[src/rtl/bitstream_loader_pkg.sv]
// Shared types and constants for the bitstream loader.
// Latency: n/a (definitions only).
// Backpressure: n/a.
package bitstream_loader_pkg;

    localparam int WORD_W = 32;

    localparam int DEF_SETUP_CYCLES    = 2;
    localparam int DEF_GAP_CYCLES      = 2;
    localparam int DEF_SETTLE_CYCLES   = 100;
    localparam int DEF_USER_RST_CYCLES = 5;

    typedef enum logic [3:0] {
        ST_IDLE,
        ST_FETCH,
        ST_WAIT,
        ST_SETUP,
        ST_STROBE,
        ST_GAP,
        ST_SETTLE,
        ST_URST,
        ST_DONE
    } state_e;

    // Largest of the four cycle counts; sizes the shared delay counter.
    function automatic int max4(input int a, input int b, input int c, input int d);
        int m;
        m = a;
        if (b > m) m = b;
        if (c > m) m = c;
        if (d > m) m = d;
        return m;
    endfunction

endpackage

[src/rtl/bitstream_loader_if.sv]
// Handshake and data bundle between the loader, its ROM and the fabric config port.
// Latency: n/a (wires only).
// Backpressure: none; the fabric accepts one strobed word per strobe, ROM answers in one cycle.
interface bitstream_loader_if
    import bitstream_loader_pkg::*;
#(
    parameter int AW = 13
);
    logic              start;
    logic [AW:0]       num_words;
    logic              mem_rd;
    logic [AW-1:0]     mem_addr;
    logic [WORD_W-1:0] mem_rdata;
    logic [WORD_W-1:0] SelfWriteData;
    logic              SelfWriteStrobe;
    logic              user_rst;
    logic              busy;
    logic              done;

    // Loader side.
    modport master (
        input  start, num_words, mem_rdata,
        output mem_rd, mem_addr, SelfWriteData, SelfWriteStrobe, user_rst, busy, done
    );

    // Environment side: controller, ROM and fabric.
    modport slave (
        output start, num_words, mem_rdata,
        input  mem_rd, mem_addr, SelfWriteData, SelfWriteStrobe, user_rst, busy, done
    );
endinterface

[src/rtl/bitstream_loader_delay_cnt.sv]
// Loadable down-counter with zero flag, shared by all timed loader states.
// Latency: load value visible the cycle after load_i; counts down one per cycle, sticks at 0.
// Backpressure: none.
module loader_delay_cnt #(
    parameter int W = 8
) (
    input  logic         clk_i,
    input  logic         rst_ni,
    input  logic         load_i,
    input  logic [W-1:0] load_val_i,
    output logic         zero_o
);
    logic [W-1:0] cnt_q;
    logic [W-1:0] cnt_d;

    // Next count: load takes priority, otherwise decrement until zero.
    always_comb begin
        cnt_d = cnt_q;
        if (load_i) begin
            cnt_d = load_val_i;
        end else if (cnt_q != '0) begin
            cnt_d = cnt_q - W'(1);
        end
    end

    // Counter register with synchronous reset.
    always_ff @(posedge clk_i) begin
        if (!rst_ni) begin
            cnt_q <= '0;
        end else begin
            cnt_q <= cnt_d;
        end
    end

    assign zero_o = (cnt_q == '0);
endmodule

[src/rtl/bitstream_loader.sv]
// Streams ROM words into the fabric self-config port, then pulses the user-design reset.
// Latency: mem_rd one cycle after start; 1+1+SETUP+1+GAP cycles per word, then SETTLE + USER_RST + 1 to done.
// Backpressure: none; start is ignored while busy (not queued).
module bitstream_loader
    import bitstream_loader_pkg::*;
#(
    parameter int MAX_WORDS       = 8192,
    parameter int AW              = $clog2(MAX_WORDS),
    parameter int SETUP_CYCLES    = DEF_SETUP_CYCLES,
    parameter int GAP_CYCLES      = DEF_GAP_CYCLES,
    parameter int SETTLE_CYCLES   = DEF_SETTLE_CYCLES,
    parameter int USER_RST_CYCLES = DEF_USER_RST_CYCLES
) (
    input  logic               CLK,
    input  logic               resetn,
    bitstream_loader_if.master bus
);
    localparam int DLY_MAX = max4(SETUP_CYCLES, GAP_CYCLES, SETTLE_CYCLES, USER_RST_CYCLES);
    localparam int DW      = $clog2(DLY_MAX) + 1;

    // Counter reload values are N-1 so that the state lasts exactly N cycles.
    localparam logic [DW-1:0] SETUP_LD  = DW'(SETUP_CYCLES - 1);
    localparam logic [DW-1:0] GAP_LD    = DW'(GAP_CYCLES - 1);
    localparam logic [DW-1:0] SETTLE_LD = DW'(SETTLE_CYCLES - 1);
    localparam logic [DW-1:0] URST_LD   = DW'(USER_RST_CYCLES - 1);
    localparam logic [AW:0]   MAX_CNT   = (AW+1)'(MAX_WORDS);

    state_e            state_q;
    logic [AW:0]       word_cnt_q;
    logic [AW-1:0]     mem_addr_q;
    logic [WORD_W-1:0] wdata_q;
    logic              mem_rd_q;
    logic              strobe_q;
    logic              user_rst_q;
    logic              busy_q;
    logic              done_q;

    logic [AW:0]       num_clamped_d;
    logic              accept_d;
    logic              last_word_d;
    logic              dly_load_d;
    logic [DW-1:0]     dly_val_d;
    logic              dly_zero;

    // Start qualification, word-count clamp and last-word detect.
    always_comb begin
        num_clamped_d = (bus.num_words > MAX_CNT) ? MAX_CNT : bus.num_words;
        accept_d      = bus.start && ((state_q == ST_IDLE) || (state_q == ST_DONE));
        last_word_d   = (word_cnt_q == (AW+1)'(1));
    end

    // Reload the shared delay counter on every transition into a timed state.
    always_comb begin
        dly_load_d = 1'b0;
        dly_val_d  = '0;
        case (state_q)
            ST_IDLE, ST_DONE: begin
                if (accept_d && (num_clamped_d == '0)) begin
                    dly_load_d = 1'b1;
                    dly_val_d  = SETTLE_LD;
                end
            end
            ST_WAIT: begin
                dly_load_d = 1'b1;
                dly_val_d  = SETUP_LD;
            end
            ST_STROBE: begin
                dly_load_d = 1'b1;
                dly_val_d  = GAP_LD;
            end
            ST_GAP: begin
                if (dly_zero && last_word_d) begin
                    dly_load_d = 1'b1;
                    dly_val_d  = SETTLE_LD;
                end
            end
            ST_SETTLE: begin
                if (dly_zero) begin
                    dly_load_d = 1'b1;
                    dly_val_d  = URST_LD;
                end
            end
            default: begin
                dly_load_d = 1'b0;
            end
        endcase
    end

    loader_delay_cnt #(
        .W (DW)
    ) u_delay (
        .clk_i      (CLK),
        .rst_ni     (resetn),
        .load_i     (dly_load_d),
        .load_val_i (dly_val_d),
        .zero_o     (dly_zero)
    );

    // Load sequencer; every output is set on the edge that enters its state.
    always_ff @(posedge CLK) begin
        if (!resetn) begin
            state_q    <= ST_IDLE;
            word_cnt_q <= '0;
            mem_addr_q <= '0;
            wdata_q    <= '0;
            mem_rd_q   <= 1'b0;
            strobe_q   <= 1'b0;
            user_rst_q <= 1'b0;
            busy_q     <= 1'b0;
            done_q     <= 1'b0;
        end else begin
            case (state_q)
                ST_IDLE, ST_DONE: begin
                    if (accept_d) begin
                        busy_q     <= 1'b1;
                        done_q     <= 1'b0;
                        mem_addr_q <= '0;
                        word_cnt_q <= num_clamped_d;
                        if (num_clamped_d == '0) begin
                            state_q <= ST_SETTLE;
                        end else begin
                            state_q  <= ST_FETCH;
                            mem_rd_q <= 1'b1;
                        end
                    end
                end
                ST_FETCH: begin
                    mem_rd_q <= 1'b0;
                    state_q  <= ST_WAIT;
                end
                ST_WAIT: begin
                    wdata_q <= bus.mem_rdata;
                    state_q <= ST_SETUP;
                end
                ST_SETUP: begin
                    if (dly_zero) begin
                        strobe_q <= 1'b1;
                        state_q  <= ST_STROBE;
                    end
                end
                ST_STROBE: begin
                    strobe_q <= 1'b0;
                    state_q  <= ST_GAP;
                end
                ST_GAP: begin
                    if (dly_zero) begin
                        word_cnt_q <= word_cnt_q - (AW+1)'(1);
                        mem_addr_q <= mem_addr_q + AW'(1);
                        if (last_word_d) begin
                            state_q <= ST_SETTLE;
                        end else begin
                            mem_rd_q <= 1'b1;
                            state_q  <= ST_FETCH;
                        end
                    end
                end
                ST_SETTLE: begin
                    if (dly_zero) begin
                        user_rst_q <= 1'b1;
                        state_q    <= ST_URST;
                    end
                end
                ST_URST: begin
                    if (dly_zero) begin
                        user_rst_q <= 1'b0;
                        busy_q     <= 1'b0;
                        done_q     <= 1'b1;
                        state_q    <= ST_DONE;
                    end
                end
                default: begin
                    state_q <= ST_IDLE;
                end
            endcase
        end
    end

    assign bus.mem_rd          = mem_rd_q;
    assign bus.mem_addr        = mem_addr_q;
    assign bus.SelfWriteData   = wdata_q;
    assign bus.SelfWriteStrobe = strobe_q;
    assign bus.user_rst        = user_rst_q;
    assign bus.busy            = busy_q;
    assign bus.done            = done_q;
endmodule

[src/flat_wrapper.sv]
// flat-port wrapper written by rule: the top's interface ports become plain ports
module bitstream_loader_flat import bitstream_loader_pkg::*;
#(
    parameter int MAX_WORDS       = 8192,
    parameter int AW              = $clog2(MAX_WORDS),
    parameter int SETUP_CYCLES    = DEF_SETUP_CYCLES,
    parameter int GAP_CYCLES      = DEF_GAP_CYCLES,
    parameter int SETTLE_CYCLES   = DEF_SETTLE_CYCLES,
    parameter int USER_RST_CYCLES = DEF_USER_RST_CYCLES
)
  (CLK, resetn, bus_start, bus_num_words, bus_mem_rdata, bus_mem_rd, bus_mem_addr, bus_SelfWriteData, bus_SelfWriteStrobe, bus_user_rst, bus_busy, bus_done);
  bitstream_loader_if #(.AW(AW)) bus_i ();
  input  logic CLK;
  input  logic resetn;
  input wire logic [$bits(bus_i.start)-1:0] bus_start;
  input wire logic [$bits(bus_i.num_words)-1:0] bus_num_words;
  input wire logic [$bits(bus_i.mem_rdata)-1:0] bus_mem_rdata;
  output wire logic [$bits(bus_i.mem_rd)-1:0] bus_mem_rd;
  output wire logic [$bits(bus_i.mem_addr)-1:0] bus_mem_addr;
  output wire logic [$bits(bus_i.SelfWriteData)-1:0] bus_SelfWriteData;
  output wire logic [$bits(bus_i.SelfWriteStrobe)-1:0] bus_SelfWriteStrobe;
  output wire logic [$bits(bus_i.user_rst)-1:0] bus_user_rst;
  output wire logic [$bits(bus_i.busy)-1:0] bus_busy;
  output wire logic [$bits(bus_i.done)-1:0] bus_done;
  assign bus_i.start = bus_start;
  assign bus_i.num_words = bus_num_words;
  assign bus_i.mem_rdata = bus_mem_rdata;
  assign bus_mem_rd = bus_i.mem_rd;
  assign bus_mem_addr = bus_i.mem_addr;
  assign bus_SelfWriteData = bus_i.SelfWriteData;
  assign bus_SelfWriteStrobe = bus_i.SelfWriteStrobe;
  assign bus_user_rst = bus_i.user_rst;
  assign bus_busy = bus_i.busy;
  assign bus_done = bus_i.done;
  bitstream_loader #(.MAX_WORDS(MAX_WORDS), .AW(AW), .SETUP_CYCLES(SETUP_CYCLES), .GAP_CYCLES(GAP_CYCLES), .SETTLE_CYCLES(SETTLE_CYCLES), .USER_RST_CYCLES(USER_RST_CYCLES)) u_core (.CLK(CLK), .resetn(resetn), .bus(bus_i));
endmodule
[config.mk]
export PLATFORM = sky130hd
export DESIGN_NAME = bitstream_loader_flat
export DESIGN_NICKNAME = d
export VERILOG_FILES = /design/src/rtl/bitstream_loader_pkg.sv /design/src/rtl/bitstream_loader_if.sv /design/src/rtl/bitstream_loader_delay_cnt.sv /design/src/rtl/bitstream_loader.sv /design/src/flat_wrapper.sv
export SDC_FILE = /design/constraint.sdc
export NUM_CORES = 1
export LEC_CHECK = 0
export ABC_AREA = 1
export CAP_MARGIN = 0
export CORE_MARGIN = 2
export CORE_UTILIZATION = 42
export DETAILED_ROUTE_END_ITERATION = 8
export PLACE_DENSITY = 0.71
export SLEW_MARGIN = 20
export SYNTH_ARGS = -nofsm -noshare
export SYNTH_HDL_FRONTEND = slang
export SYNTH_SLANG_ARGS = --single-unit
[constraint.sdc]
create_clock -name CLK -period 4.6 [get_ports CLK]
set_input_delay 0.92 -clock CLK [delete_from_list [all_inputs] [get_ports CLK]]
set_output_delay 0.92 -clock CLK [all_outputs]
set_load 0.005 [all_outputs]
==> impl_metrics.json <==
{
  "final_common_cell": "nor2_1",
  "grt.busiest_layer": "met2",
  "syn2layout_area_growth_pct": 33.3,
  "p_per_area_mw_per_mm2": 560,
  "skew_ps": 12.8,
  "finalHoldViolations": 0,
  "stdcell_count": 757,
  "cts_buffers": 9,
  "maxCapViolations": 0,
  "gr-usage-met2_pct": 32.0,
  "syn_inst": 551,
  "worst_pin_slew_ps": 763,
  "fp-row-count": 34,
  "grt_use_met3_pct": 7.66,
  "cts_root_buf": "clkbuf_8",
  "critPathBufInv": 1,
  "yosys.area_share.xor_xnor_pct": 2.06,
  "worstPathArrival_ps": 2850,
  "via_count": 3928,
  "leakage_nw": 1.99,
  "synth_compound_area_share_pct": 15.5,
  "drc": 0,
  "clk_latency_ps": 350,
  "drt_iter0_markers": 183,
  "post_drt_via_cell_ratio": 5.19,
  "core_area_mm2": 0.00876,
  "critPathTopFamily": "simple AND/OR/NAND/NOR gates",
  "fmax_mhz": 390,
  "synthSimpleGateAreaFrac_pct": 33.7,
  "syn_nets": 605,
  "period_share_pct": 55.7,
  "crit_top_cell": "nor2_1",
  "layout_common_cells": "nor2_1, clkdlybuf4s50_1, nand2_1",
  "placed_area_mm2": 0.00486,
  "setup_tns_ps": 0,
  "drt_first_pass_iters": 7,
  "final_nets": 698,
  "fp.dieW_um": 99.3,
  "synth-warning-count": 0,
  "synthAdderAreaFrac_pct": 1.64,
  "dieArea_mm2": 0.00987,
  "synth_top_family_by_area": "simple AND/OR/NAND/NOR gates",
  "grt_pass1_wl_um": 17000,
  "fp.dieH_um": 99.3,
  "cpPeakStageDelay_ps": 430,
  "cts_tree": "built",
  "htreeDepth": 3,
  "start_util_pct": 43.6,
  "hp-class": "flop to flop",
  "period_needed_ps": 2560,
  "overflow": 0,
  "post_cts_buffers": 0,
  "gp_congestion": 0.898,
  "final-max-slew-violation-count": 0,
  "synth_area_leaders": "dfxtp_1, nor2_1, nand2_1",
  "synth_largest_area_cell": "dfxtp_1",
  "setup_viol": 0,
  "routedWlPerCell_um": 13.5,
  "synth_mux_area_share_pct": 0,
  "crit_path_max_fanout": 13,
  "drive_above_1_share_pct": 8.01,
  "n_antenna_cell": 0,
  "grt_pass1_vias": 3699,
  "grtUsageTotal_pct": 21.0,
  "final_antenna_net_count": 0,
  "io-pin-count": 99,
  "maxSlewHeadroom_pct": 48.7,
  "worstPathCellList": "clkdlybuf4s50_1, nor2_1, nand2_1, nor2_1, nand2_1, nand2_1, nand2_1, nand3_1, nand3_2, nor2_1, nor2_1, nor2_1",
  "critPathKind": "input port to flop",
  "synth-seq-area-share_pct": 39.9,
  "synth_cell_types": 41,
  "netlist_area_mm2": 0.00382,
  "critical_path.endpoint_type": "flop",
  "portBuffers": 98,
  "worstPathRequired_ps": 4890,
  "hold_slack_ps": 468,
  "status": "completed",
  "cp-start-kind": "input port",
  "clockBufferDepth": 2,
  "ys_seq_elements": 76,
  "cp_slowest_cell": "clkdlybuf4s50_1",
  "dp_cells": 741,
  "totalWireLength_um": 10200,
  "ir_worst_vdd_uv": 237,
  "path_clk_slew_ps": 90,
  "grt_use_met1_pct": 27.5,
  "hold_buffers": 0,
  "synth_top_cell_area_share_pct": 39.9,
  "antenna_found_initial": 0,
  "cts_resized": 0,
  "hpwl_um": 7410,
  "grt_setup_unrepaired": "no",
  "cts.sinks": 76,
  "grt_max_degree": 48,
  "final_cell_area_mm2": 0.00509,
  "syn_avg_cell_area_um2": 6.93
}
[worst reg2reg max path: stages (launching register included)]
cell and delay, ps:
dfxtp_1 360, inv_1 70, nand2_2 100, inv_2 70
nand2_4 220, inv_2 240, a21oi_4 240, nand2_2 230
nand2_1 340, inv_2 120, a31oi_1 150, a21oi_1 60
[metal layers]
layer,share of wire (%),vias to the layer above
li1,-,2012
met1,44,1742
met2,44,160
met3,11,14
met4,1.4,0
met5,0,-
[cell families after synthesis]
| group | Yosys count |
|---|---|
| XOR/XNOR | 9 |
| AO/OA/AOI/OAI | 108 |
| flip-flops | 76 |
| buffers and inverters | 66 |
| AND/OR/NAND/NOR | 287 |
| adder cells (fa/ha/maj) | 5 |
[power by group]
part	total (mW)	switching (mW)	leakage (nW)	internal, mW
Clock	0.589	0.264	0.113	0.325
Sequential	0.945	0.117	0.620	0.828
Combinational	1.32	0.783	1.26	0.532
[area by class of cell]
type / count / area, um2
multi-input cells: 409 / 2020
clock buffers: 10 / 138
inverters: 47 / 176
well taps: 108 / 135
clock inverters: 6 / 93.8
flip-flops and latches: 76 / 1520
fillers: 798 / 3680
repair buffers: 101 / 1000
[cells in the mapped netlist, drive strengths merged]
cell and n:
nor2 126, nand2 90, dfxtp 76, o21ai 58, inv 43, a21oi 35
nand3 27, nor3 21, buf 10, clkbuf 9, nand4 9, xor2 7
a31oi 6, ha 5, nor4 5, clkinv 4, nor3b 4, or2 3
a41oi 2, nand3b 2, o22ai 2, o31ai 2, xnor2 2, a211oi 1
a31o 1, o21a 1
[state kept, by name, summed over array words and instances, names as in the netlist]
name and flops:
u_core.bus.SelfWriteData 32, u_core.bus.SelfWriteStrobe 1, u_core.bus.busy 1, u_core.bus.done 1
u_core.bus.mem_addr 13, u_core.bus.mem_rd 1, u_core.bus.user_rst 1, u_core.state_q 4
u_core.u_delay.cnt_q 8, u_core.word_cnt_q 14
[through the flow]
stage / utilization (%) / power (mW) / worst slack, ps
floorplan: - / 1.83 / 2570
global placement: 55.4 / 2.24 / 1800
detailed placement: 55.4 / 2.26 / 1700
CTS: 58.1 / 2.86 / 2070
global route: 58.1 / 3.09 / 1820
finish: 58.1 / 2.85 / 2040
[path summary, 6_finish.rpt]
| check | from | to | slack, ps | cells after the start |
|---|---|---|---|---|
| max | bus_num_words[9] | u_core.u_delay.cnt_q[6] | 2040 | 12 |
| min | u_core.bus.busy | u_core.bus.busy | 470 | 2 |
| max reg2reg | u_core.state_q[3] | u_core.bus.mem_addr[1] | 2310 | 11 |
| min reg2reg | u_core.bus.busy | u_core.bus.busy | 470 | 2 |
Note: power is estimated with default switching activity, not from simulation.
